**config.mk**
```make
export PLATFORM = sky130hd
export DESIGN_NAME = spart_tx_sched
export DESIGN_NICKNAME = d
export VERILOG_FILES = /design/src/rtl/spart_pkg.sv /design/src/rtl/rr_arbiter.sv /design/src/rtl/spart_tx_sched.sv
export SDC_FILE = /design/constraint.sdc
export NUM_CORES = 1
export LEC_CHECK = 0
export BUFFER_PORTS_ARGS = -buffer_cell sky130_fd_sc_hd__buf_2
export CAP_MARGIN = 20
export CORE_ASPECT_RATIO = 0.7
export CORE_UTILIZATION = 55
export CTS_BUF_LIST = sky130_fd_sc_hd__clkbuf_2
export CTS_CLUSTER_DIAMETER = 30
export CTS_CLUSTER_SIZE = 24
export DETAILED_ROUTE_END_ITERATION = 7
export PLACE_DENSITY = 0.87
export SYNTH_ARGS = -nofsm -noshare
export SYNTH_HDL_FRONTEND = slang
export SYNTH_HIERARCHICAL = 1
export SYNTH_SLANG_ARGS = --single-unit
```
**constraint.sdc**
```tcl
create_clock -name clk -period 6.5 [get_ports clk]
set_input_delay 0.325 -clock clk [delete_from_list [all_inputs] [get_ports clk]]
set_output_delay 0.325 -clock clk [all_outputs]
set_load 0.01 [all_outputs]
```
**src/rtl/spart_pkg.sv**
```systemverilog
// Shared types and constants for the SPART transmit scheduler.
package spart_pkg;

    typedef enum logic [2:0] {
        IDLE,
        LAUNCH,
        WAIT_BUSY,
        WAIT_DONE,
        GAP_ST
    } state_e;

    localparam logic IORW_READ  = 1'b1;
    localparam logic IORW_WRITE = 1'b0;

endpackage

```
**src/rtl/rr_arbiter.sv**
```systemverilog
// Rotating-priority search: first set request after ptr, wrapping modulo NUM_REQ.
module rr_arbiter #(
    parameter  int unsigned NUM_REQ = 4,
    localparam int unsigned IDX_W   = $clog2(NUM_REQ)
) (
    input  logic [NUM_REQ-1:0] req,
    input  logic [IDX_W-1:0]   ptr,
    input  logic               en,
    output logic [IDX_W-1:0]   grant_c,
    output logic               grant_valid_c
);

    // Index reached by stepping `step` places past `base`, wrapped into 0..NUM_REQ-1.
    function automatic logic [IDX_W-1:0] rot_idx(input logic [IDX_W-1:0] base,
                                                input int unsigned      step);
        int unsigned sum;
        sum = 32'(base) + step;
        if (sum >= NUM_REQ) begin
            sum = sum - NUM_REQ;
        end
        return IDX_W'(sum);
    endfunction

    // Scan farthest-first so the nearest requester after ptr wins.
    always_comb begin
        grant_c       = '0;
        grant_valid_c = 1'b0;
        for (int unsigned k = NUM_REQ; k > 0; k--) begin
            if (en && req[rot_idx(ptr, k)]) begin
                grant_c       = rot_idx(ptr, k);
                grant_valid_c = 1'b1;
            end
        end
    end

endmodule

```
**src/rtl/spart_tx_sched.sv**
```systemverilog
// Round-robin sharing of one SPART transmitter among NUM_REQ byte producers,
// plus edge-triggered capture of received bytes.
module spart_tx_sched
    import spart_pkg::*;
#(
    parameter int unsigned NUM_REQ = 4,
    parameter int unsigned TIMEOUT = 16,
    parameter int unsigned GAP     = 2
) (
    input  logic                 clk,
    input  logic                 rst_n,
    input  logic [NUM_REQ-1:0]   req,
    input  logic [8*NUM_REQ-1:0] req_data,
    output logic [NUM_REQ-1:0]   ack,
    output logic                 busy,
    output logic                 err,
    output logic                 iorw,
    output logic [7:0]           databus,
    input  logic                 tbr,
    input  logic                 rda,
    input  logic [7:0]           rx_buffer,
    output logic [7:0]           rx_data,
    output logic                 rx_valid
);

    localparam int unsigned IDX_W   = $clog2(NUM_REQ);
    localparam int unsigned CNT_MAX = (TIMEOUT > GAP) ? TIMEOUT : GAP;
    localparam int unsigned CNT_W   = $clog2(CNT_MAX) + 1;

    localparam logic [CNT_W-1:0] TMO_LAST = CNT_W'(TIMEOUT - 1);
    localparam logic [CNT_W-1:0] GAP_INIT = CNT_W'(GAP);
    localparam logic [CNT_W-1:0] GAP_LOAD = CNT_W'(GAP - 1);
    localparam logic [IDX_W-1:0] PTR_INIT = IDX_W'(NUM_REQ - 1);

    state_e             state;
    state_e             state_nxt;
    logic [IDX_W-1:0]   ptr;
    logic [IDX_W-1:0]   ptr_d;
    logic [CNT_W-1:0]   gap_cnt;
    logic [CNT_W-1:0]   gap_d;
    logic [CNT_W-1:0]   tmo_cnt;
    logic [CNT_W-1:0]   tmo_d;
    logic [NUM_REQ-1:0] ack_d;
    logic               busy_d;
    logic               err_d;
    logic               iorw_d;
    logic [7:0]         databus_d;
    logic               rda_q;

    logic               arb_en_c;
    logic [IDX_W-1:0]   grant_c;
    logic               grant_valid_c;

    // A launch is only offered once the SPART is ready and iorw has rested long enough.
    assign arb_en_c = (state == IDLE) && tbr && (gap_cnt == '0);

    rr_arbiter #(
        .NUM_REQ (NUM_REQ)
    ) u_arb (
        .req           (req),
        .ptr           (ptr),
        .en            (arb_en_c),
        .grant_c       (grant_c),
        .grant_valid_c (grant_valid_c)
    );

    // State register.
    always_ff @(posedge clk or negedge rst_n) begin
        if (!rst_n) begin
            state <= IDLE;
        end else begin
            state <= state_nxt;
        end
    end

    // Next-state selection.
    always_comb begin
        state_nxt = state;
        case (state)
            IDLE: begin
                if (grant_valid_c) begin
                    state_nxt = LAUNCH;
                end
            end
            LAUNCH: begin
                state_nxt = WAIT_BUSY;
            end
            WAIT_BUSY: begin
                if (!tbr) begin
                    state_nxt = WAIT_DONE;
                end else if (tmo_cnt == TMO_LAST) begin
                    state_nxt = GAP_ST;
                end
            end
            WAIT_DONE: begin
                if (tbr) begin
                    state_nxt = GAP_ST;
                end
            end
            GAP_ST: begin
                state_nxt = IDLE;
            end
            default: begin
                state_nxt = IDLE;
            end
        endcase
    end

    // Next values for the registered outputs and counters.
    always_comb begin
        ack_d     = '0;
        err_d     = 1'b0;
        iorw_d    = IORW_READ;
        databus_d = databus;
        ptr_d     = ptr;
        tmo_d     = tmo_cnt;
        gap_d     = (gap_cnt != '0) ? gap_cnt - CNT_W'(1) : gap_cnt;
        busy_d    = (state_nxt != IDLE);
        case (state)
            IDLE: begin
                if (grant_valid_c) begin
                    ack_d[grant_c] = 1'b1;
                    databus_d      = req_data[{grant_c, 3'b000} +: 8];
                    ptr_d          = grant_c;
                end
            end
            LAUNCH: begin
                iorw_d = IORW_WRITE;
                tmo_d  = '0;
            end
            WAIT_BUSY: begin
                tmo_d = tmo_cnt + CNT_W'(1);
                if (tbr && (tmo_cnt == TMO_LAST)) begin
                    err_d = 1'b1;
                end
            end
            GAP_ST: begin
                gap_d = GAP_LOAD;
            end
            default: begin
            end
        endcase
    end

    // Output and counter registers; reset forces iorw back to idle immediately.
    always_ff @(posedge clk or negedge rst_n) begin
        if (!rst_n) begin
            ptr     <= PTR_INIT;
            gap_cnt <= GAP_INIT;
            tmo_cnt <= '0;
            ack     <= '0;
            busy    <= 1'b0;
            err     <= 1'b0;
            iorw    <= IORW_READ;
            databus <= '0;
        end else begin
            ptr     <= ptr_d;
            gap_cnt <= gap_d;
            tmo_cnt <= tmo_d;
            ack     <= ack_d;
            busy    <= busy_d;
            err     <= err_d;
            iorw    <= iorw_d;
            databus <= databus_d;
        end
    end

    // Receive capture on the rising edge of rda, independent of the transmit FSM.
    always_ff @(posedge clk or negedge rst_n) begin
        if (!rst_n) begin
            rda_q    <= 1'b0;
            rx_data  <= '0;
            rx_valid <= 1'b0;
        end else begin
            rda_q    <= rda;
            rx_valid <= rda & ~rda_q;
            if (rda && !rda_q) begin
                rx_data <= rx_buffer;
            end
        end
    end

endmodule

```
==> flow_summary.ini <==
[cts]
cts_buffer_depth = 2
numCtsBuffers = 5
htreeDepth = 2
cts_tree = done
clock_latency_ns = 0.39
clkSlewWorstSetupHoldPaths_ns = 0.21
clock-sinks = 40
cts.root.buffer_cell = clkbuf_2
postCtsResizedCells = 0
cts_hold_buf = 0
cts_setup_buffers = 0

[critical_path]
required_ns = 6.81
cp_max_fo = 8
crit_arrival_ns = 3.54
criticalPathCategory = reg -> reg
path_cells = inv_1 > ha_1 > nor4b_1 > and3_1 > o21ai_0 > a221oi_2 > buf_4 > mux4_2 > mux2_4
cp_slowest_cell = mux4_2
slowest_delay_ns = 0.53
start_kind = flop
crit_path_end_kind = flop

[cells_and_area]
finalNonFillerCells = 296
antenna_cells = 0
drive_above_1_share = 0.447
area_growth_pct = 21.0
layout_common_cells = buf_2, dfrtp_1, o21ai_0, nor2_1, mux2_2
fin_util = 0.705
final_common_cell = buf_2
finalNetCount = 297

[logic_synthesis]
syn_nets = 226
netlist-cell-type-count = 44
yosysTopAreaCellShare = 0.435
syn_area_per_cell_um2 = 11.9
synth_seq_cells = 40
ys.flop_type = dfrtp_1
async_reset_ff_frac = 1.00
synth_area_um2 = 2070
ys_warn_count = 6
netlist_top_cells_area = dfrtp_1, mux4_2, mux2_2
yosysSeqAreaShare = 0.486
synth_area_leader_cell = dfrtp_1
netlist_instances = 174
synth-edff-count = 0

[job]
max_cap_violations = 0

[global_route]
antenna_found_initial = 0
grt_usage = 0.226
grt_max_degree = 41
grt_pass1_vias = 1372
grt-ovfl-total = 0
grt_pass1_wl_um = 6470

[timing]
tightest_slew_ns = 0.942
min_period_ns = 3.23
maxSlewViolCount = 0
fmax_mhz = 310
setup_violations = 0
maxSlewHeadroom = 0.369
rsz0062_at_grt = false
fin_crit_sh = 0.496
hold_violations = 0
final.setup_skew_ns = 0.0191
setup_tns_ns = 0
setup_slack_ns = 3.27

[worst_hold_path]
min_path_type = in -> async

[die]
fp.coreArea_um2 = 3560
start_util = 0.582
fp-row-count = 18
die_x_um = 75.4
dieArea_um2 = 4020
die_h_um = 53.4
ioPinCount = 72

[pwr]
power_density_nw_per_um2 = 332
p_leak_nw = 1.21
irDropWorstVdd_uv = 218

[route]
drt_iter0_drc = 105
vias_per_cell = 5.52
wl_um = 4360
dr.pass1.iters = 4
drc = 0
dr_total_vias = 1633
wire_per_inst_um = 14.7
ant_nets = 0

[placement]
dp_slack_ns = 2.95
placedCellCount = 287
gp_congestion = 0.808
dp_hpwl_um = 3290
io_buffers = 71

[outcome]
outcome = finished clean
## power by group
group          internal [mW]  switching (mW)
clock network         0.0647          0.0815
registers              0.328          0.0812
logic                  0.145           0.132
## worst max-delay path, delay by kind of cell (launching register included)
family | cells | cell delay (ns)
buffers and inverters | 2 | 0.40
AOI/OAI and AO/OA | 2 | 0.54
adders and majority gates | 1 | 0.17
muxes | 2 | 0.80
and+or+nand+nor | 2 | 0.84
DFF | 1 | 0.42
## synthesized netlist by cell type (all sizes together), types with 5 or more instances
| cell type | n |
|---|---|
| a21oi | 8 |
| buf | 5 |
| dfrtp | 36 |
| inv | 9 |
| mux2 | 16 |
| mux4 | 8 |
| nand2 | 8 |
| nand3 | 5 |
| nor2 | 10 |
| nor3 | 9 |
| o21ai | 16 |
## kinds of logic (layout without fill, tap and decap cells)
| family | count (synthesis) | count (layout) | share of synthesized area |
|---|---|---|---|
| compound gates | 33 | 33 | 0.0960 |
| buf+inv | 17 | 89 | 0.0441 |
| flops | 40 | 40 | 0.486 |
| xor+xnor | 1 | 1 | 0.00423 |
| mux | 25 | 25 | 0.193 |
| fa+ha+maj | 4 | 4 | 0.0242 |
| simple gates | 54 | 54 | 0.153 |
## through the flow
step / cell area, um^2 / power (mW) / hold slack [ns]
global placement: 2430 / 0.674 / 0.449
global route: 2510 / 0.897 / 0.00155
floorplan: 2070 / 0.601 / 0.0294
CTS: 2500 / 0.837 / 0.00644
detailed placement: 2430 / 0.690 / 0.452
finish: 2510 / 0.833 / 0.0119
## final cells by class
cell class	instances	area [um^2]
Tap cell	50	62.6
Clock inverter	3	42.5
Clock buffer	5	25.0
Inverter	9	33.8
Multi-Input combinational cell	117	975
Sequential cell	40	1010
Fill cell	283	1050
Timing Repair Buffer	72	363
## sequential cells by signal, summed over array words and instances (netlist names), 2 cells and up
signal and count:
ack 4, ptr 2, databus 8, rx_data 8
tmo_cnt 5, state 3, gap_cnt 5
## layer usage
layer,wire [um],share of wire,GRT usage
met5,0,0,0
met2,2040,0.47,0.344
met1,2040,0.47,0.311
met3,233,0.053,0.0648
met4,52,0.012,0.0741
## worst paths after layout
kind	startpoint	endpoint	slack, ns	cells after the start
max	gap_cnt[0]$_DFFE_PN0P_	databus[6]$_DFFE_PN0P_	3.27	9
min	rst_n	rx_data[1]$_DFFE_PN0P_	0.01	1
max reg2reg	gap_cnt[0]$_DFFE_PN0P_	databus[6]$_DFFE_PN0P_	3.27	9
min reg2reg	gap_cnt[1]$_DFFE_PN1P_	gap_cnt[1]$_DFFE_PN1P_	0.53	2
max in group asynchronous	rst_n	gap_cnt[4]$_DFFE_PN0P_	5.95	1
min in group clk	rda	rda_q$_DFF_PN0_	0.05	1
No activity file was read; power rests on OpenSTA's default activity.
